## src/rtl/alu_seq_if.sv

```systemverilog
// ---------------------------------------------------------------------------
// alu_seq_if
//   Request/response bundle between the CPU decode/microcode stage and the
//   ALU micro-control sequencer.
//
//   Request  (master -> slave): req_valid, req_fn[2:0], req_a[7:0],
//                               req_b[7:0], req_cin
//   Request  (slave -> master): req_ready
//   Response (slave -> master): rsp_valid, rsp_result[7:0],
//                               rsp_z, rsp_n, rsp_h, rsp_c
//   Response (master -> slave): rsp_ready
//
//   master = the decode stage issuing operations, slave = alu_seq.
// ---------------------------------------------------------------------------
interface alu_seq_if;
    logic       req_valid;
    logic       req_ready;
    logic [2:0] req_fn;
    logic [7:0] req_a;
    logic [7:0] req_b;
    logic       req_cin;

    logic       rsp_valid;
    logic       rsp_ready;
    logic [7:0] rsp_result;
    logic       rsp_z;
    logic       rsp_n;
    logic       rsp_h;
    logic       rsp_c;

    modport master (
        output req_valid, req_fn, req_a, req_b, req_cin, rsp_ready,
        input  req_ready, rsp_valid, rsp_result, rsp_z, rsp_n, rsp_h, rsp_c
    );

    modport slave (
        input  req_valid, req_fn, req_a, req_b, req_cin, rsp_ready,
        output req_ready, rsp_valid, rsp_result, rsp_z, rsp_n, rsp_h, rsp_c
    );
endinterface

```

## src/rtl/alu_seq.sv

```systemverilog
// ---------------------------------------------------------------------------
// alu_seq
//   Initiator side of the ALU micro-control interface. Accepts one 8-bit
//   request (function, A, B, carry-in), then drives the ALU through a
//   three-cycle control sequence:
//     LDA : load operand A
//     LO  : load operand B and compute the low nibble
//     HI  : compute the high nibble and enable the result onto the bus
//   The result and Z/N/H/C flags are returned on a valid/ready response.
//
// Ports
//   clk, reset          clock, asynchronous active-high reset
//   sif (slave)         request / response handshake bundle
//   alu_op[7:0]         operand bus into the ALU
//   alu_sh[1:0]         shifter control, always NO_SH
//   alu_oe[1:0]         output-enable select (SH_OE idle, RES_OE in HI)
//   alu_la, alu_lb      A/B latch load (BUS_LD / NO_LD)
//   alu_r/s/v/ne        function-select lines
//   alu_ci              carry-in
//   alu_l, alu_h        low/high nibble compute strobes
//   alu_result[7:0]     ALU result
//   alu_zero            ALU zero flag
//   alu_carry           ALU carry out (nibble carry in LO, byte carry in HI)
//
// Parameter
//   NO_BACKPRESSURE     1: rsp_ready ignored, DONE lasts exactly one cycle
// ---------------------------------------------------------------------------
module alu_seq #(
    parameter bit NO_BACKPRESSURE = 1'b0
) (
    input  logic       clk,
    input  logic       reset,
    alu_seq_if.slave   sif,
    output logic [7:0] alu_op,
    output logic [1:0] alu_sh,
    output logic [1:0] alu_oe,
    output logic       alu_la,
    output logic       alu_lb,
    output logic       alu_r,
    output logic       alu_s,
    output logic       alu_v,
    output logic       alu_ne,
    output logic       alu_ci,
    output logic       alu_l,
    output logic       alu_h,
    input  logic [7:0] alu_result,
    input  logic       alu_zero,
    input  logic       alu_carry
);

    // ALU control encodings
    localparam logic [1:0] NO_SH  = 2'd0;
    localparam logic [1:0] SH_OE  = 2'd0;
    localparam logic [1:0] RES_OE = 2'd1;
    localparam logic       BUS_LD = 1'b1;
    localparam logic       NO_LD  = 1'b0;

    // Function codes
    localparam logic [2:0] FN_ADD = 3'd0;
    localparam logic [2:0] FN_ADC = 3'd1;
    localparam logic [2:0] FN_SUB = 3'd2;
    localparam logic [2:0] FN_SBC = 3'd3;
    localparam logic [2:0] FN_AND = 3'd4;
    localparam logic [2:0] FN_XOR = 3'd5;
    localparam logic [2:0] FN_OR  = 3'd6;
    localparam logic [2:0] FN_CP  = 3'd7;

    typedef enum logic [2:0] {
        IDLE = 3'd0,
        LDA  = 3'd1,
        LO   = 3'd2,
        HI   = 3'd3,
        DONE = 3'd4
    } state_t;

    state_t     state_reg;
    logic [2:0] fn_reg;
    logic [7:0] a_reg;
    logic [7:0] b_reg;
    logic       cin_reg;
    logic       hc_reg;     // nibble carry sampled at the end of LO

    // Function-select lines {r, s, v, ne}. v enables the carry chain for
    // arithmetic; ne inverts B so subtraction is A + ~B + ci.
    function automatic logic [3:0] fsel(input logic [2:0] fn);
        logic [3:0] sel;
        sel = 4'b0000;
        case (fn)
            FN_ADD, FN_ADC:        sel = 4'b0010;
            FN_SUB, FN_SBC, FN_CP: sel = 4'b0011;
            FN_AND:                sel = 4'b0100;
            FN_XOR:                sel = 4'b1000;
            FN_OR:                 sel = 4'b1100;
            default:               sel = 4'b0000;
        endcase
        return sel;
    endfunction

    // Carry-in for the low nibble. Subtraction is computed as A + ~B + 1,
    // so SBC borrows by feeding the inverted carry flag.
    function automatic logic lo_ci(input logic [2:0] fn, input logic cin);
        logic ci;
        ci = 1'b0;
        case (fn)
            FN_ADC:        ci = cin;
            FN_SUB, FN_CP: ci = 1'b1;
            FN_SBC:        ci = ~cin;
            default:       ci = 1'b0;
        endcase
        return ci;
    endfunction

    logic is_add;
    logic is_sub;
    assign is_add = (fn_reg == FN_ADD) || (fn_reg == FN_ADC);
    assign is_sub = (fn_reg == FN_SUB) || (fn_reg == FN_SBC) || (fn_reg == FN_CP);

    assign alu_sh = NO_SH;

    always_ff @(posedge clk or posedge reset) begin
        if (reset) begin
            state_reg      <= IDLE;
            fn_reg         <= 3'd0;
            a_reg          <= 8'd0;
            b_reg          <= 8'd0;
            cin_reg        <= 1'b0;
            hc_reg         <= 1'b0;
            sif.req_ready  <= 1'b1;
            sif.rsp_valid  <= 1'b0;
            sif.rsp_result <= 8'd0;
            sif.rsp_z      <= 1'b0;
            sif.rsp_n      <= 1'b0;
            sif.rsp_h      <= 1'b0;
            sif.rsp_c      <= 1'b0;
            alu_op         <= 8'd0;
            alu_oe         <= SH_OE;
            alu_la         <= NO_LD;
            alu_lb         <= NO_LD;
            alu_r          <= 1'b0;
            alu_s          <= 1'b0;
            alu_v          <= 1'b0;
            alu_ne         <= 1'b0;
            alu_ci         <= 1'b0;
            alu_l          <= 1'b0;
            alu_h          <= 1'b0;
        end else begin
            case (state_reg)
                IDLE: begin
                    if (sif.req_valid && sif.req_ready) begin
                        fn_reg        <= sif.req_fn;
                        a_reg         <= sif.req_a;
                        b_reg         <= sif.req_b;
                        cin_reg       <= sif.req_cin;
                        sif.req_ready <= 1'b0;
                        alu_op        <= sif.req_a;
                        alu_la        <= BUS_LD;
                        state_reg     <= LDA;
                    end
                end

                LDA: begin
                    alu_op <= b_reg;
                    alu_la <= NO_LD;
                    alu_lb <= BUS_LD;
                    alu_l  <= 1'b1;
                    {alu_r, alu_s, alu_v, alu_ne} <= fsel(fn_reg);
                    alu_ci    <= lo_ci(fn_reg, cin_reg);
                    state_reg <= LO;
                end

                LO: begin
                    hc_reg    <= alu_carry;
                    alu_op    <= 8'd0;
                    alu_lb    <= NO_LD;
                    alu_l     <= 1'b0;
                    alu_h     <= 1'b1;
                    alu_ci    <= 1'b0;
                    alu_oe    <= RES_OE;
                    state_reg <= HI;
                end

                HI: begin
                    // CP only sets flags; the accumulator value passes through.
                    sif.rsp_result <= (fn_reg == FN_CP) ? a_reg : alu_result;
                    sif.rsp_z      <= alu_zero;
                    sif.rsp_n      <= is_sub;
                    sif.rsp_h      <= is_add ? hc_reg :
                                      is_sub ? ~hc_reg :
                                      (fn_reg == FN_AND);
                    sif.rsp_c      <= is_add ? alu_carry :
                                      is_sub ? ~alu_carry : 1'b0;
                    sif.rsp_valid  <= 1'b1;
                    alu_oe         <= SH_OE;
                    alu_h          <= 1'b0;
                    {alu_r, alu_s, alu_v, alu_ne} <= 4'b0000;
                    state_reg      <= DONE;
                end

                DONE: begin
                    if (NO_BACKPRESSURE || sif.rsp_ready) begin
                        sif.rsp_valid <= 1'b0;
                        sif.req_ready <= 1'b1;
                        state_reg     <= IDLE;
                    end
                end

                default: begin
                    state_reg     <= IDLE;
                    sif.req_ready <= 1'b1;
                    sif.rsp_valid <= 1'b0;
                end
            endcase
        end
    end

endmodule
```

## src/flat_wrapper.sv

```systemverilog
// flat-port wrapper written by rule: the top's interface ports become plain ports
module alu_seq_flat 
#(
    parameter bit NO_BACKPRESSURE = 1'b0
)
  (clk, reset, alu_op, alu_sh, alu_oe, alu_la, alu_lb, alu_r, alu_s, alu_v, alu_ne, alu_ci, alu_l, alu_h, alu_result, alu_zero, alu_carry, sif_req_valid, sif_req_fn, sif_req_a, sif_req_b, sif_req_cin, sif_rsp_ready, sif_req_ready, sif_rsp_valid, sif_rsp_result, sif_rsp_z, sif_rsp_n, sif_rsp_h, sif_rsp_c);
  alu_seq_if sif_i ();
  input  logic clk;
  input  logic reset;
  output logic [7:0] alu_op;
  output logic [1:0] alu_sh;
  output logic [1:0] alu_oe;
  output logic alu_la;
  output logic alu_lb;
  output logic alu_r;
  output logic alu_s;
  output logic alu_v;
  output logic alu_ne;
  output logic alu_ci;
  output logic alu_l;
  output logic alu_h;
  input  logic [7:0] alu_result;
  input  logic alu_zero;
  input  logic alu_carry;
  input wire logic [$bits(sif_i.req_valid)-1:0] sif_req_valid;
  input wire logic [$bits(sif_i.req_fn)-1:0] sif_req_fn;
  input wire logic [$bits(sif_i.req_a)-1:0] sif_req_a;
  input wire logic [$bits(sif_i.req_b)-1:0] sif_req_b;
  input wire logic [$bits(sif_i.req_cin)-1:0] sif_req_cin;
  input wire logic [$bits(sif_i.rsp_ready)-1:0] sif_rsp_ready;
  output wire logic [$bits(sif_i.req_ready)-1:0] sif_req_ready;
  output wire logic [$bits(sif_i.rsp_valid)-1:0] sif_rsp_valid;
  output wire logic [$bits(sif_i.rsp_result)-1:0] sif_rsp_result;
  output wire logic [$bits(sif_i.rsp_z)-1:0] sif_rsp_z;
  output wire logic [$bits(sif_i.rsp_n)-1:0] sif_rsp_n;
  output wire logic [$bits(sif_i.rsp_h)-1:0] sif_rsp_h;
  output wire logic [$bits(sif_i.rsp_c)-1:0] sif_rsp_c;
  assign sif_i.req_valid = sif_req_valid;
  assign sif_i.req_fn = sif_req_fn;
  assign sif_i.req_a = sif_req_a;
  assign sif_i.req_b = sif_req_b;
  assign sif_i.req_cin = sif_req_cin;
  assign sif_i.rsp_ready = sif_rsp_ready;
  assign sif_req_ready = sif_i.req_ready;
  assign sif_rsp_valid = sif_i.rsp_valid;
  assign sif_rsp_result = sif_i.rsp_result;
  assign sif_rsp_z = sif_i.rsp_z;
  assign sif_rsp_n = sif_i.rsp_n;
  assign sif_rsp_h = sif_i.rsp_h;
  assign sif_rsp_c = sif_i.rsp_c;
  alu_seq #(.NO_BACKPRESSURE(NO_BACKPRESSURE)) u_core (.clk(clk), .reset(reset), .sif(sif_i), .alu_op(alu_op), .alu_sh(alu_sh), .alu_oe(alu_oe), .alu_la(alu_la), .alu_lb(alu_lb), .alu_r(alu_r), .alu_s(alu_s), .alu_v(alu_v), .alu_ne(alu_ne), .alu_ci(alu_ci), .alu_l(alu_l), .alu_h(alu_h), .alu_result(alu_result), .alu_zero(alu_zero), .alu_carry(alu_carry));
endmodule
```

## config.mk

```make
export PLATFORM = sky130hd
export DESIGN_NAME = alu_seq_flat
export DESIGN_NICKNAME = d
export VERILOG_FILES = /design/src/rtl/alu_seq_if.sv /design/src/rtl/alu_seq.sv /design/src/flat_wrapper.sv
export SDC_FILE = /design/constraint.sdc
export NUM_CORES = 1
export LEC_CHECK = 0
export ABC_AREA = 1
export ABC_CLOCK_PERIOD_IN_PS = 4600
export CORE_ASPECT_RATIO = 1.2
export CORE_UTILIZATION = 50
export CTS_CLUSTER_DIAMETER = 60
export CTS_CLUSTER_SIZE = 14
export DETAILED_ROUTE_END_ITERATION = 7
export PLACE_DENSITY_LB_ADDON = 0.25
export SLEW_MARGIN = 20
export SYNTH_ARGS = -nofsm -noshare
export SYNTH_HDL_FRONTEND = slang
export SYNTH_SLANG_ARGS = --single-unit
```

## constraint.sdc

```tcl
create_clock -name clk -period 4.6 [get_ports clk]
set_clock_uncertainty 0.1 [all_clocks]
set_input_delay 0.46 -clock clk [delete_from_list [all_inputs] [get_ports clk]]
set_output_delay 0.46 -clock clk [all_outputs]
set_load 0.005 [all_outputs]
```

==> flow_summary_export.csv <==
group,metric,value,unit
timing,maxSlewHeadroom,39.9,%
cts,cts-root-buf,"clkbuf_8",
place,place_area,3120,um^2
cts,clock_latency,300,ps
global_route,grtUsageMet1,27.5,%
routing,vias_per_cell,4.92,
synth,ys_warn_count,0,
place,pre_cts_ws,2230,ps
cts,cts_tree,"done",
global_route,grt_use_total,21.2,%
timing,finalCritPeriodShare,45.2,%
place,gp_congestion,0.878,
global_route,grt-ovfl-total,0,
global_route,grt_use_met3,4.14,%
min_path,worstHoldPathType,"reg2reg",
routing,wire_per_inst,12.5,um
synth,synth_cell_type_count,28,
synth,synthFlopType,"dfrtp_1",
cts,clkTransAtPathRegs,90,ps
cells_and_area,multiInputGateArea,920,um^2
floorplan,die-area,5300,um^2
worst_setup_path,crit_path_end_kind,"flip-flop",
routing,totalWireLength,5.17,mm
floorplan,core,4700,um^2
synth,ys_seq_area_share,54.0,%
timing,rsz0062_at_grt,"false",
synth,avgSynthCellArea,8.43,um^2
cells_and_area,seq_area,1350,um^2
cells_and_area,fillCellCount,417,
place,hpwl,3.78,mm
synth,synth.top_cells.by_area,"dfrtp_1 53%, nand2_1 15%, o21ai_0 7.2%, inv_1 4.2%, nand3_1 2.8%",
routing,drt-initial-drc-count,176,
global_route,grt_pass1_vias,1892,
global_route,grt_pass1_wl,8.51,mm
routing,ant_nets,0,
global_route,grt_start_max_net_pins,55,
worst_setup_path,startpoint_type,"flip-flop",
worst_setup_path,required,4690,ps
cells_and_area,layout.nets,395,
synth,yosysMostFrequentCell,"nand2_1",
cells_and_area,syn_to_final_growth,27.7,%
worst_setup_path,critPathKind,"reg2reg",
power_and_ir_drop,p_per_area,649,nW/um^2
worst_setup_path,arrival,2170,ps
cells_and_area,drive_gt1_share,5.04,%
power_and_ir_drop,ir_worst_vdd,320,uV
cts,cts_buffers,5,
cts,h-tree-depth,2,
place,port_buffers,65,
cts,postCtsHoldBufs,0,
cts,postCtsSetupBuffers,0,
cells_and_area,antenna_cells,0,
routing,num_vias,2041,
synth,syn_area,2500,um^2
synth,synth_top_area_share,53.0,%
timing,timing.final.ws_setup,2520,ps
cts,cts_sinks,54,
power_and_ir_drop,p_leak,1.62,nW
cts,cts_buffer_depth,2,
cells_and_area,final_area,3200,um^2
synth,synth_common_cells,"101 x nand2_1, 53 x dfrtp_1, 36 x o21ai_0, 28 x inv_1, 16 x nor2_1",
synth,ys_ff_latch,54,
timing,worst_pin_slew,900,ps
synth,synth_top_cell_by_area,"dfrtp_1",
timing,max_freq,0.481,GHz
timing,tns,0,ps
floorplan,die_x,66.6,um
outcome,outcome,"complete, no violations",
synth,synthArstFlopShare,100,%
worst_setup_path,cp_max_fo,41,
global_route,grt_antenna_before_repair,0,
timing,drv_slew,0,
global_route,grtUsageMet2,35.8,%
floorplan,rows,27,
synth,netlist_instances,297,
timing,hold_viol_final,0,
global_route,top_usage_layer,"met2",
timing,setup_viol,0,
floorplan,initial_utilization,53.3,%
synth,synth_edf_count,0,
cts,ctsResizeCount,0,
routing,drc,0,
floorplan,die_h,79.5,um
timing,fin_crit,2080,ps
floorplan,io_pins,69,
flow_run,max_cap_violations,0,
routing,dr.pass1.iters,4,
kinds of logic after synthesis:
kind of cell	share of synthesized area, %
AND/OR/NAND/NOR	23.4
flip-flops	54.0
AO/OA/AOI/OAI	10.8
buffers and inverters	9.54
adder cells (fa/ha/maj)	2.00
other	0.150
cell type report:
class / count / share of cell area (%)
Sequential cell: 54 / 42.3
Multi-Input combinational cell: 198 / 28.8
Timing Repair Buffer: 65 / 20.4
Inverter: 33 / 3.91
Clock buffer: 7 / 2.39
Tap cell: 58 / 2.27
through the flow:
step,util [%],power [mW],instances,hold WS (ps)
final,68.1,2.08,415,374
after global routing,68.1,2.26,415,404
after CTS,68.1,2.10,415,380
after detailed placement,66.4,1.85,408,358
after global placement,66.4,1.80,408,353
after floorplan,-,1.45,299,353
cell usage in the layout (no fill, tap or decap):
cell / Yosys / final
nand2_2: 1 / 1
nor2_4: 1 / 1
nand3_1: 14 / 14
o21a_1: 1 / 1
nand2_4: 1 / 1
dfrtp_1: 53 / 53
clkdlybuf4s50_1: 0 / 65
clkinv_2: 0 / 1
nor2_2: 1 / 1
o21ai_1: 8 / 8
conb_1: 1 / 3
inv_1: 28 / 27
o21ai_0: 36 / 36
a31oi_1: 1 / 1
nand3b_4: 1 / 1
inv_2: 4 / 4
a21oi_1: 6 / 6
clkbuf_1: 0 / 2
nand3_2: 1 / 1
nand4_2: 1 / 1
nor2_1: 16 / 16
clkbuf_8: 1 / 5
nand2_1: 101 / 101
clkinv_1: 1 / 1
dfstp_2: 1 / 1
ha_1: 4 / 4
o31ai_1: 1 / 1
layer usage:
metal | routed length (um) | share of wire, %
met5 | 0 | 0
met4 | 33 | 0.64
met3 | 241 | 4.7
met2 | 2560 | 49
met1 | 2340 | 45
final timing paths:
path                                startpoint                  endpoint  slack [ps]  cells after the start
setup / recovery           u_core.state_reg[2]           u_core.a_reg[4]        2520                      3
hold / removal                u_core.sif.rsp_z          u_core.sif.rsp_z         370                      2
setup reg to reg           u_core.state_reg[2]           u_core.a_reg[4]        2520                      3
hold reg to reg               u_core.sif.rsp_z          u_core.sif.rsp_z         370                      2
max in group asynchronous                reset              u_core.alu_r        3320                      2
min in group asynchronous                reset  u_core.sif.rsp_result[6]         540                      2
worst max-delay path: stages (launching register included):
cell and delay [ps]:
dfrtp_1 470, inv_2 200, nand4_2 720, o21ai_0 460
where the power goes:
group / internal (mW) / switching [mW] / total, mW
registers: 0.702 / 0.144 / 0.846
logic: 0.457 / 0.529 / 0.986
clock network: 0.105 / 0.139 / 0.244
total: 1.26 / 0.812 / 2.08
(Power assumes the default switching activity.)
